### src/rtl/sdram_responder.sv
// SDRAM device responder: decodes controller commands, tracks init sequence and
// bank state, and models a 256x16 aliased storage array with CAS-latency read return.
//
// state     | meaning
// WAIT_PRE  | waiting for PRECHARGE ALL
// WAIT_REF  | waiting for two AUTO REFRESH commands
// WAIT_MODE | waiting for a valid LOAD MODE
// READY     | initialized, normal operation
module sdram_responder (
    input  logic        iclk,
    input  logic        ireset,
    input  logic [12:0] DRAM_ADDR,
    input  logic [1:0]  DRAM_BA,
    input  logic        DRAM_CKE,
    input  logic        DRAM_CS_N,
    input  logic        DRAM_RAS_N,
    input  logic        DRAM_CAS_N,
    input  logic        DRAM_WE_N,
    input  logic        DRAM_LDQM,
    input  logic        DRAM_UDQM,
    input  logic        DRAM_CLK,
    input  logic [15:0] dq_in,
    output logic [15:0] dq_out,
    output logic        dq_oe,
    output logic        oinit_done,
    output logic [1:0]  ocas_lat,
    output logic        ocmd_err,
    output logic [7:0]  orefresh_cnt
);

    typedef enum logic [1:0] {WAIT_PRE, WAIT_REF, WAIT_MODE, READY} state_t;

    localparam logic [2:0] CMD_ACT = 3'b011;
    localparam logic [2:0] CMD_RD  = 3'b101;
    localparam logic [2:0] CMD_WR  = 3'b100;
    localparam logic [2:0] CMD_PRE = 3'b010;
    localparam logic [2:0] CMD_REF = 3'b001;
    localparam logic [2:0] CMD_LMR = 3'b000;

    state_t      state_q, state_d;
    logic        ref_seen_q, ref_seen_d;
    logic [3:0]  open_q, open_d;
    logic [1:0]  cas_q, cas_d;
    logic        err_q, err_d;
    logic [7:0]  ref_cnt_q, ref_cnt_d;
    logic [12:0] row_q [4];
    logic [15:0] mem_q [256];

    logic [2:0]  pv_q;
    logic [2:0]  pcl3_q;
    logic [15:0] pd_q [3];
    logic        out_v_q;
    logic [15:0] out_d_q;

    logic        cmd_vld;
    logic [2:0]  cmd;
    logic        cl_ok;
    logic        row_we, mem_we, rd_go;
    logic [12:0] row_cur;
    logic [7:0]  mem_idx;
    logic [15:0] mem_word, rd_data;
    logic        sel_v;
    logic [15:0] sel_d;
    logic        unused_bits;

    assign cmd_vld  = DRAM_CKE & ~DRAM_CS_N;
    assign cmd      = {DRAM_RAS_N, DRAM_CAS_N, DRAM_WE_N};
    assign cl_ok    = (DRAM_ADDR[6:4] == 3'b010) || (DRAM_ADDR[6:4] == 3'b011);
    assign row_cur  = row_q[DRAM_BA];
    assign mem_idx  = {DRAM_BA, row_cur[2:0], DRAM_ADDR[5:3]};
    assign mem_word = mem_q[mem_idx];
    assign rd_data  = {DRAM_UDQM ? 8'h00 : mem_word[15:8], DRAM_LDQM ? 8'h00 : mem_word[7:0]};

    always_comb begin
        state_d    = state_q;
        ref_seen_d = ref_seen_q;
        open_d     = open_q;
        cas_d      = cas_q;
        err_d      = err_q;
        ref_cnt_d  = ref_cnt_q;
        row_we     = 1'b0;
        mem_we     = 1'b0;
        rd_go      = 1'b0;
        if (cmd_vld) begin
            case (cmd)
                CMD_ACT: begin
                    if (state_q != READY || open_q[DRAM_BA]) err_d = 1'b1;
                    else begin
                        open_d[DRAM_BA] = 1'b1;
                        row_we          = 1'b1;
                    end
                end
                CMD_RD: begin
                    if (state_q != READY || !open_q[DRAM_BA]) err_d = 1'b1;
                    else rd_go = 1'b1;
                end
                CMD_WR: begin
                    if (state_q != READY || !open_q[DRAM_BA]) err_d = 1'b1;
                    else mem_we = 1'b1;
                end
                CMD_PRE: begin
                    if (DRAM_ADDR[10]) open_d = 4'b0000;
                    else open_d[DRAM_BA] = 1'b0;
                    if (state_q == WAIT_PRE && DRAM_ADDR[10]) state_d = WAIT_REF;
                end
                CMD_REF: begin
                    if (|open_q) err_d = 1'b1;
                    else begin
                        if (ref_cnt_q != 8'hFF) ref_cnt_d = ref_cnt_q + 8'd1;
                        if (state_q == WAIT_REF) begin
                            if (ref_seen_q) begin
                                state_d    = WAIT_MODE;
                                ref_seen_d = 1'b0;
                            end else begin
                                ref_seen_d = 1'b1;
                            end
                        end
                    end
                end
                CMD_LMR: begin
                    // A rejected mode word changes nothing, not even a valid CAS field.
                    if (state_q == WAIT_PRE || state_q == WAIT_REF ||
                        (state_q == READY && |open_q) || !cl_ok || DRAM_ADDR[2:0] != 3'b000)
                        err_d = 1'b1;
                    else begin
                        cas_d   = DRAM_ADDR[5:4];
                        state_d = READY;
                    end
                end
                default: ;
            endcase
        end
    end

    always_ff @(posedge iclk) begin
        if (ireset) begin
            state_q    <= WAIT_PRE;
            ref_seen_q <= 1'b0;
            open_q     <= 4'b0000;
            cas_q      <= 2'd2;
            err_q      <= 1'b0;
            ref_cnt_q  <= 8'd0;
        end else begin
            state_q    <= state_d;
            ref_seen_q <= ref_seen_d;
            open_q     <= open_d;
            cas_q      <= cas_d;
            err_q      <= err_d;
            ref_cnt_q  <= ref_cnt_d;
        end
    end

    always_ff @(posedge iclk) begin
        if (row_we && !ireset) row_q[DRAM_BA] <= DRAM_ADDR;
        if (mem_we && !ireset)
            mem_q[mem_idx] <= {DRAM_UDQM ? mem_word[15:8] : dq_in[15:8],
                               DRAM_LDQM ? mem_word[7:0]  : dq_in[7:0]};
    end

    // Each beat carries the latency in force at its READ edge, so a later mode change
    // cannot retime data already in flight.
    always_ff @(posedge iclk) begin
        pd_q[0] <= rd_data;
        pd_q[1] <= pd_q[0];
        pd_q[2] <= pd_q[1];
        pcl3_q  <= {pcl3_q[1:0], cas_q == 2'd3};
    end

    always_comb begin
        sel_v = 1'b0;
        sel_d = 16'h0000;
        if (pv_q[1] && !pcl3_q[1]) begin
            sel_v = 1'b1;
            sel_d = pd_q[1];
        end else if (pv_q[2] && pcl3_q[2]) begin
            sel_v = 1'b1;
            sel_d = pd_q[2];
        end
    end

    always_ff @(posedge iclk) begin
        if (ireset) begin
            pv_q    <= 3'b000;
            out_v_q <= 1'b0;
            out_d_q <= 16'h0000;
        end else begin
            pv_q    <= {pv_q[1:0], rd_go};
            out_v_q <= sel_v;
            out_d_q <= sel_d;
        end
    end

    assign dq_out       = out_d_q;
    assign dq_oe        = out_v_q;
    assign oinit_done   = (state_q == READY);
    assign ocas_lat     = cas_q;
    assign ocmd_err     = err_q;
    assign orefresh_cnt = ref_cnt_q;

    // Only row[2:0] feeds the storage index; the upper row bits and DRAM_CLK are don't-care.
    assign unused_bits = &{1'b0, DRAM_CLK, row_q[0][12:3], row_q[1][12:3],
                           row_q[2][12:3], row_q[3][12:3]};

endmodule

### config.mk
export PLATFORM = sky130hd
export DESIGN_NAME = sdram_responder
export DESIGN_NICKNAME = d
export VERILOG_FILES = /design/src/rtl/sdram_responder.sv
export SDC_FILE = /design/constraint.sdc
export NUM_CORES = 2
export LEC_CHECK = 0
export ABC_CLOCK_PERIOD_IN_PS = 13000
export BUFFER_PORTS_ARGS = -buffer_cell sky130_fd_sc_hd__buf_2
export CAP_MARGIN = 40
export CELL_PAD_IN_SITES_DETAIL_PLACEMENT = 0
export CELL_PAD_IN_SITES_GLOBAL_PLACEMENT = 1
export CORE_MARGIN = 10
export CORE_UTILIZATION = 50
export DETAILED_ROUTE_END_ITERATION = 8
export PLACE_DENSITY_LB_ADDON = 0.1
export SLEW_MARGIN = 25
export SYNTH_ARGS = -nofsm -noshare
export SYNTH_HDL_FRONTEND = slang
export SYNTH_MEMORY_MAX_BITS = 65536
export SYNTH_SLANG_ARGS = --single-unit
### constraint.sdc
create_clock -name iclk -period 13 [get_ports iclk]
set_input_delay 1.95 -clock iclk [delete_from_list [all_inputs] [get_ports iclk]]
set_output_delay 1.95 -clock iclk [all_outputs]
set_load 0.01 [all_outputs]
==> run_results.csv <==
group,metric,value,unit
route,vias,76100,
timing,tns,0,ns
route,wl_per_cell,34.8,µm
route,wl_met3,32300,µm
synthesis,ys_seq_area_share,78.3,%
synthesis,synth_warnings,0,
cts,cts-buffers-inserted,426,
synthesis,synthDistinctLibCells,56,
critical_path,path_cells,"buf_2 -> mux4_4 -> buf_4 -> buf_4 -> mux2i_1 -> o22ai_1 -> nor4_2 -> and3_1 -> a31oi_4 -> buf_12 -> buf_4",
cts,cts_tree,"built",
cts,cts_hold_buf,0,
timing,finalCritPeriodShare,61.8,%
timing,rsz0062_at_grt,"no",
critical_path,path_class,"in -> reg",
synthesis,syn_area_per_cell,22.9,µm²
floorplanning,die_h,585,µm
cts,worstSkewPairLatency,0.97,ns
final_layout,nets,7642,
run_status,status,"finished, final reports clean",
cts,htreeDepth,5,
critical_path,path_max_fanout,178,
cts,root_buffer,"clkbuf_16",
route,post-route-drc-count,0,
synthesis,synth_edf_count,4108,
timing,drv_slew,0,
final_layout,instances_no_fill,12200,
critical_path,end_kind,"flip-flop",
global_routing,grt_overflow,0,
place,placed_cells,11300,
synthesis,syn-cell-area,160000,µm²
critical_path,cp_slowest_cell,"mux4_4",
global_routing,antenna_found_initial,45,
flow_run,cap_violations,0,
cts,cts.clk_slew.worst_paths,0.06,ns
synthesis,async_flop_share,0,%
critical_path,r2r_cells,10,
synthesis,synthCells,6991,
timing,finalHoldViolations,0,
cts,ctsResizeCount,0,
critical_path,reg2reg_slack,6.25,ns
hold_path,min_path_type,"reg -> reg",
floorplanning,start_util,50.2,%
floorplanning,std_cell_rows,207,
power,ir_worst_vdd,0.120,mV
route,first_pass_iters,6,
hold_path,worstHoldEndpoint,"pd_q[0][22]",
critical_path,cp_data_required_time,13.58,ns
place,io_buffer_count,63,
route,drt_iter0_drc,9105,
cts,cts_buffer_depth,4,
final_layout,design_area,183000,µm²
cts,cts.sinks,4197,
route,wl_met2,202000,µm
final_layout,final_common_cell,"edfxtp_1",
critical_path,r2r-end,"mem_q[64][2]",
floorplanning,ios,70,
timing,maxSlewHeadroom,17.3,%
cts,cts_setup_buffers,0,
final_layout,final_cell_mix,"edfxtp_1, mux4_2, mux2i_1",
place,placedInstanceArea,169000,µm²
synthesis,yosys_register_bits,4197,
critical_path,cp_num_buf_inv,5,
floorplanning,die_x,585,µm
timing,fin_crit,8.03,ns
critical_path,crit_top_cell,"buf_4",
critical_path,critPathTopFamily,"buffers and inverters",
synthesis,synth_top_flop_cell,"edfxtp_1",
synthesis,syn_nets,7033,
floorplanning,core-area,318000,µm²
global_routing,grt_max_degree,225,
critical_path,crit_arrival,8.61,ns
route,viasPerCell,6.25,
hold_path,hold_start,"pd_q[0][6]",
power,power_density,157,nW/µm²
final_layout,drive_gt1_share,28.9,%
route,m1WireLength,174000,µm
hold_path,hold_depth,0,
power,p_leak,58.2,nW
route,drt_wl_total,424000,µm
route,topRoutingLayerUsed,"met5",
power,total_power,28.6,mW
floorplanning,die_area,343000,µm²
route,postRouteAntennaNets,0,
place,gp_congestion,0.814,
timing,max_freq,125,MHz
global_routing,grt_first_pass_wirelength,596000,µm
critical_path,cp-start-kind,"input pin",
critical_path,cpPeakStageDelay,0.95,ns
global_routing,grtUsageTotal,24.5,%
timing,setup_viol,0,
place,post-dp-hpwl,256000,µm
global_routing,grt_pass1_vias,75900,
timing,tightest_slew,1.24,ns
critical_path,rr_startpoint,"row_q[3][0]",
final_layout,area_growth,14.2,%
timing,final.setup_skew,0.0675,ns
==> metrics by stage <==
step	hold WS, ns	util [%]	worst slack, ns
after floorplan	0.310	-	-0.0606
after global placement	0.315	52.6	4.41
after detailed placement	0.312	52.9	4.31
after CTS	0.323	57.2	5.28
after global routing	0.330	57.4	5.16
final	0.325	57.4	4.97
==> area by class of cell <==
class                   count  area, µm²
multi-input cells        2398      33500
flip-flops and latches   4197     125000
well taps                4180       5230
inverters                   9       33.8
fillers                 23200     136000
clock buffers             537      11400
repair buffers            568       5000
clock inverters           247       2290
diodes                     36       90.1
==> Yosys cell counts, drive strengths merged, types with 11 or more instances <==
library cell / instances / area (µm²)
nor4: 43 / 269
edfxtp: 4108 / 123000
mux4: 1049 / 23600
clkbuf: 155 / 582
a21oi: 34 / 170
mux2i: 469 / 4690
buf: 232 / 1220
nand3: 13 / 65.1
nor2b: 11 / 68.8
and3: 18 / 113
o22ai: 218 / 1360
nor3: 23 / 115
nor2: 316 / 1190
dfxtp: 89 / 1780
nand2: 84 / 315
a31oi: 15 / 93.8
==> worst max path at each step <==
stage / startpoint / endpoint / slack [ns] / cells after the start
final: DRAM_BA[0] / mem_q[64][2] / 4.97 / 11
after global routing: DRAM_BA[0] / mem_q[64][2] / 5.16 / 11
after CTS: DRAM_BA[0] / mem_q[39][9] / 5.28 / 11
after detailed placement: DRAM_BA[0] / mem_q[92][9] / 4.31 / 11
after global placement: DRAM_BA[0] / mem_q[122][15] / 4.41 / 11
after floorplan: DRAM_BA[0] / mem_q[0][2] / -0.06 / 10
==> metal layers <==
layer,vias up,global-route usage (%)
li1,31000,-
met1,41400,35.8
met2,2991,38.6
met3,636,3.80
met4,4,7.64
met5,-,0
==> power by group <==
group          leakage [nW]  internal, mW  switching, mW  total, mW
registers              37.6          15.1        0.00586       15.1
logic                  13.9         0.480           1.02       1.50
clock network          6.66          6.86           5.10       12.0
==> state kept, by name, summed over array words and instances (netlist names) <==
name / flops
ocas_lat: 2
pcl3_q: 3
open_q: 4
dq_oe: 1
dq_out: 16
pv_q: 3
orefresh_cnt: 8
state_q: 2
ref_seen_q: 1
row_q: 12
ocmd_err: 1
pd_q: 48
mem_q: 4096
==> kinds of logic after synthesis <==
family / count (synthesis) / synth area share [%]
buffers and inverters: 396 / 1.15
and+or+nand+nor: 569 / 1.62
muxes: 1519 / 17.7
adders and majority gates: 1 / 0.00782
AOI/OAI and AO/OA: 302 / 1.20
xor gates and xnor gates: 7 / 0.0383
DFF: 4197 / 78.3
(Power assumes the default switching activity.)
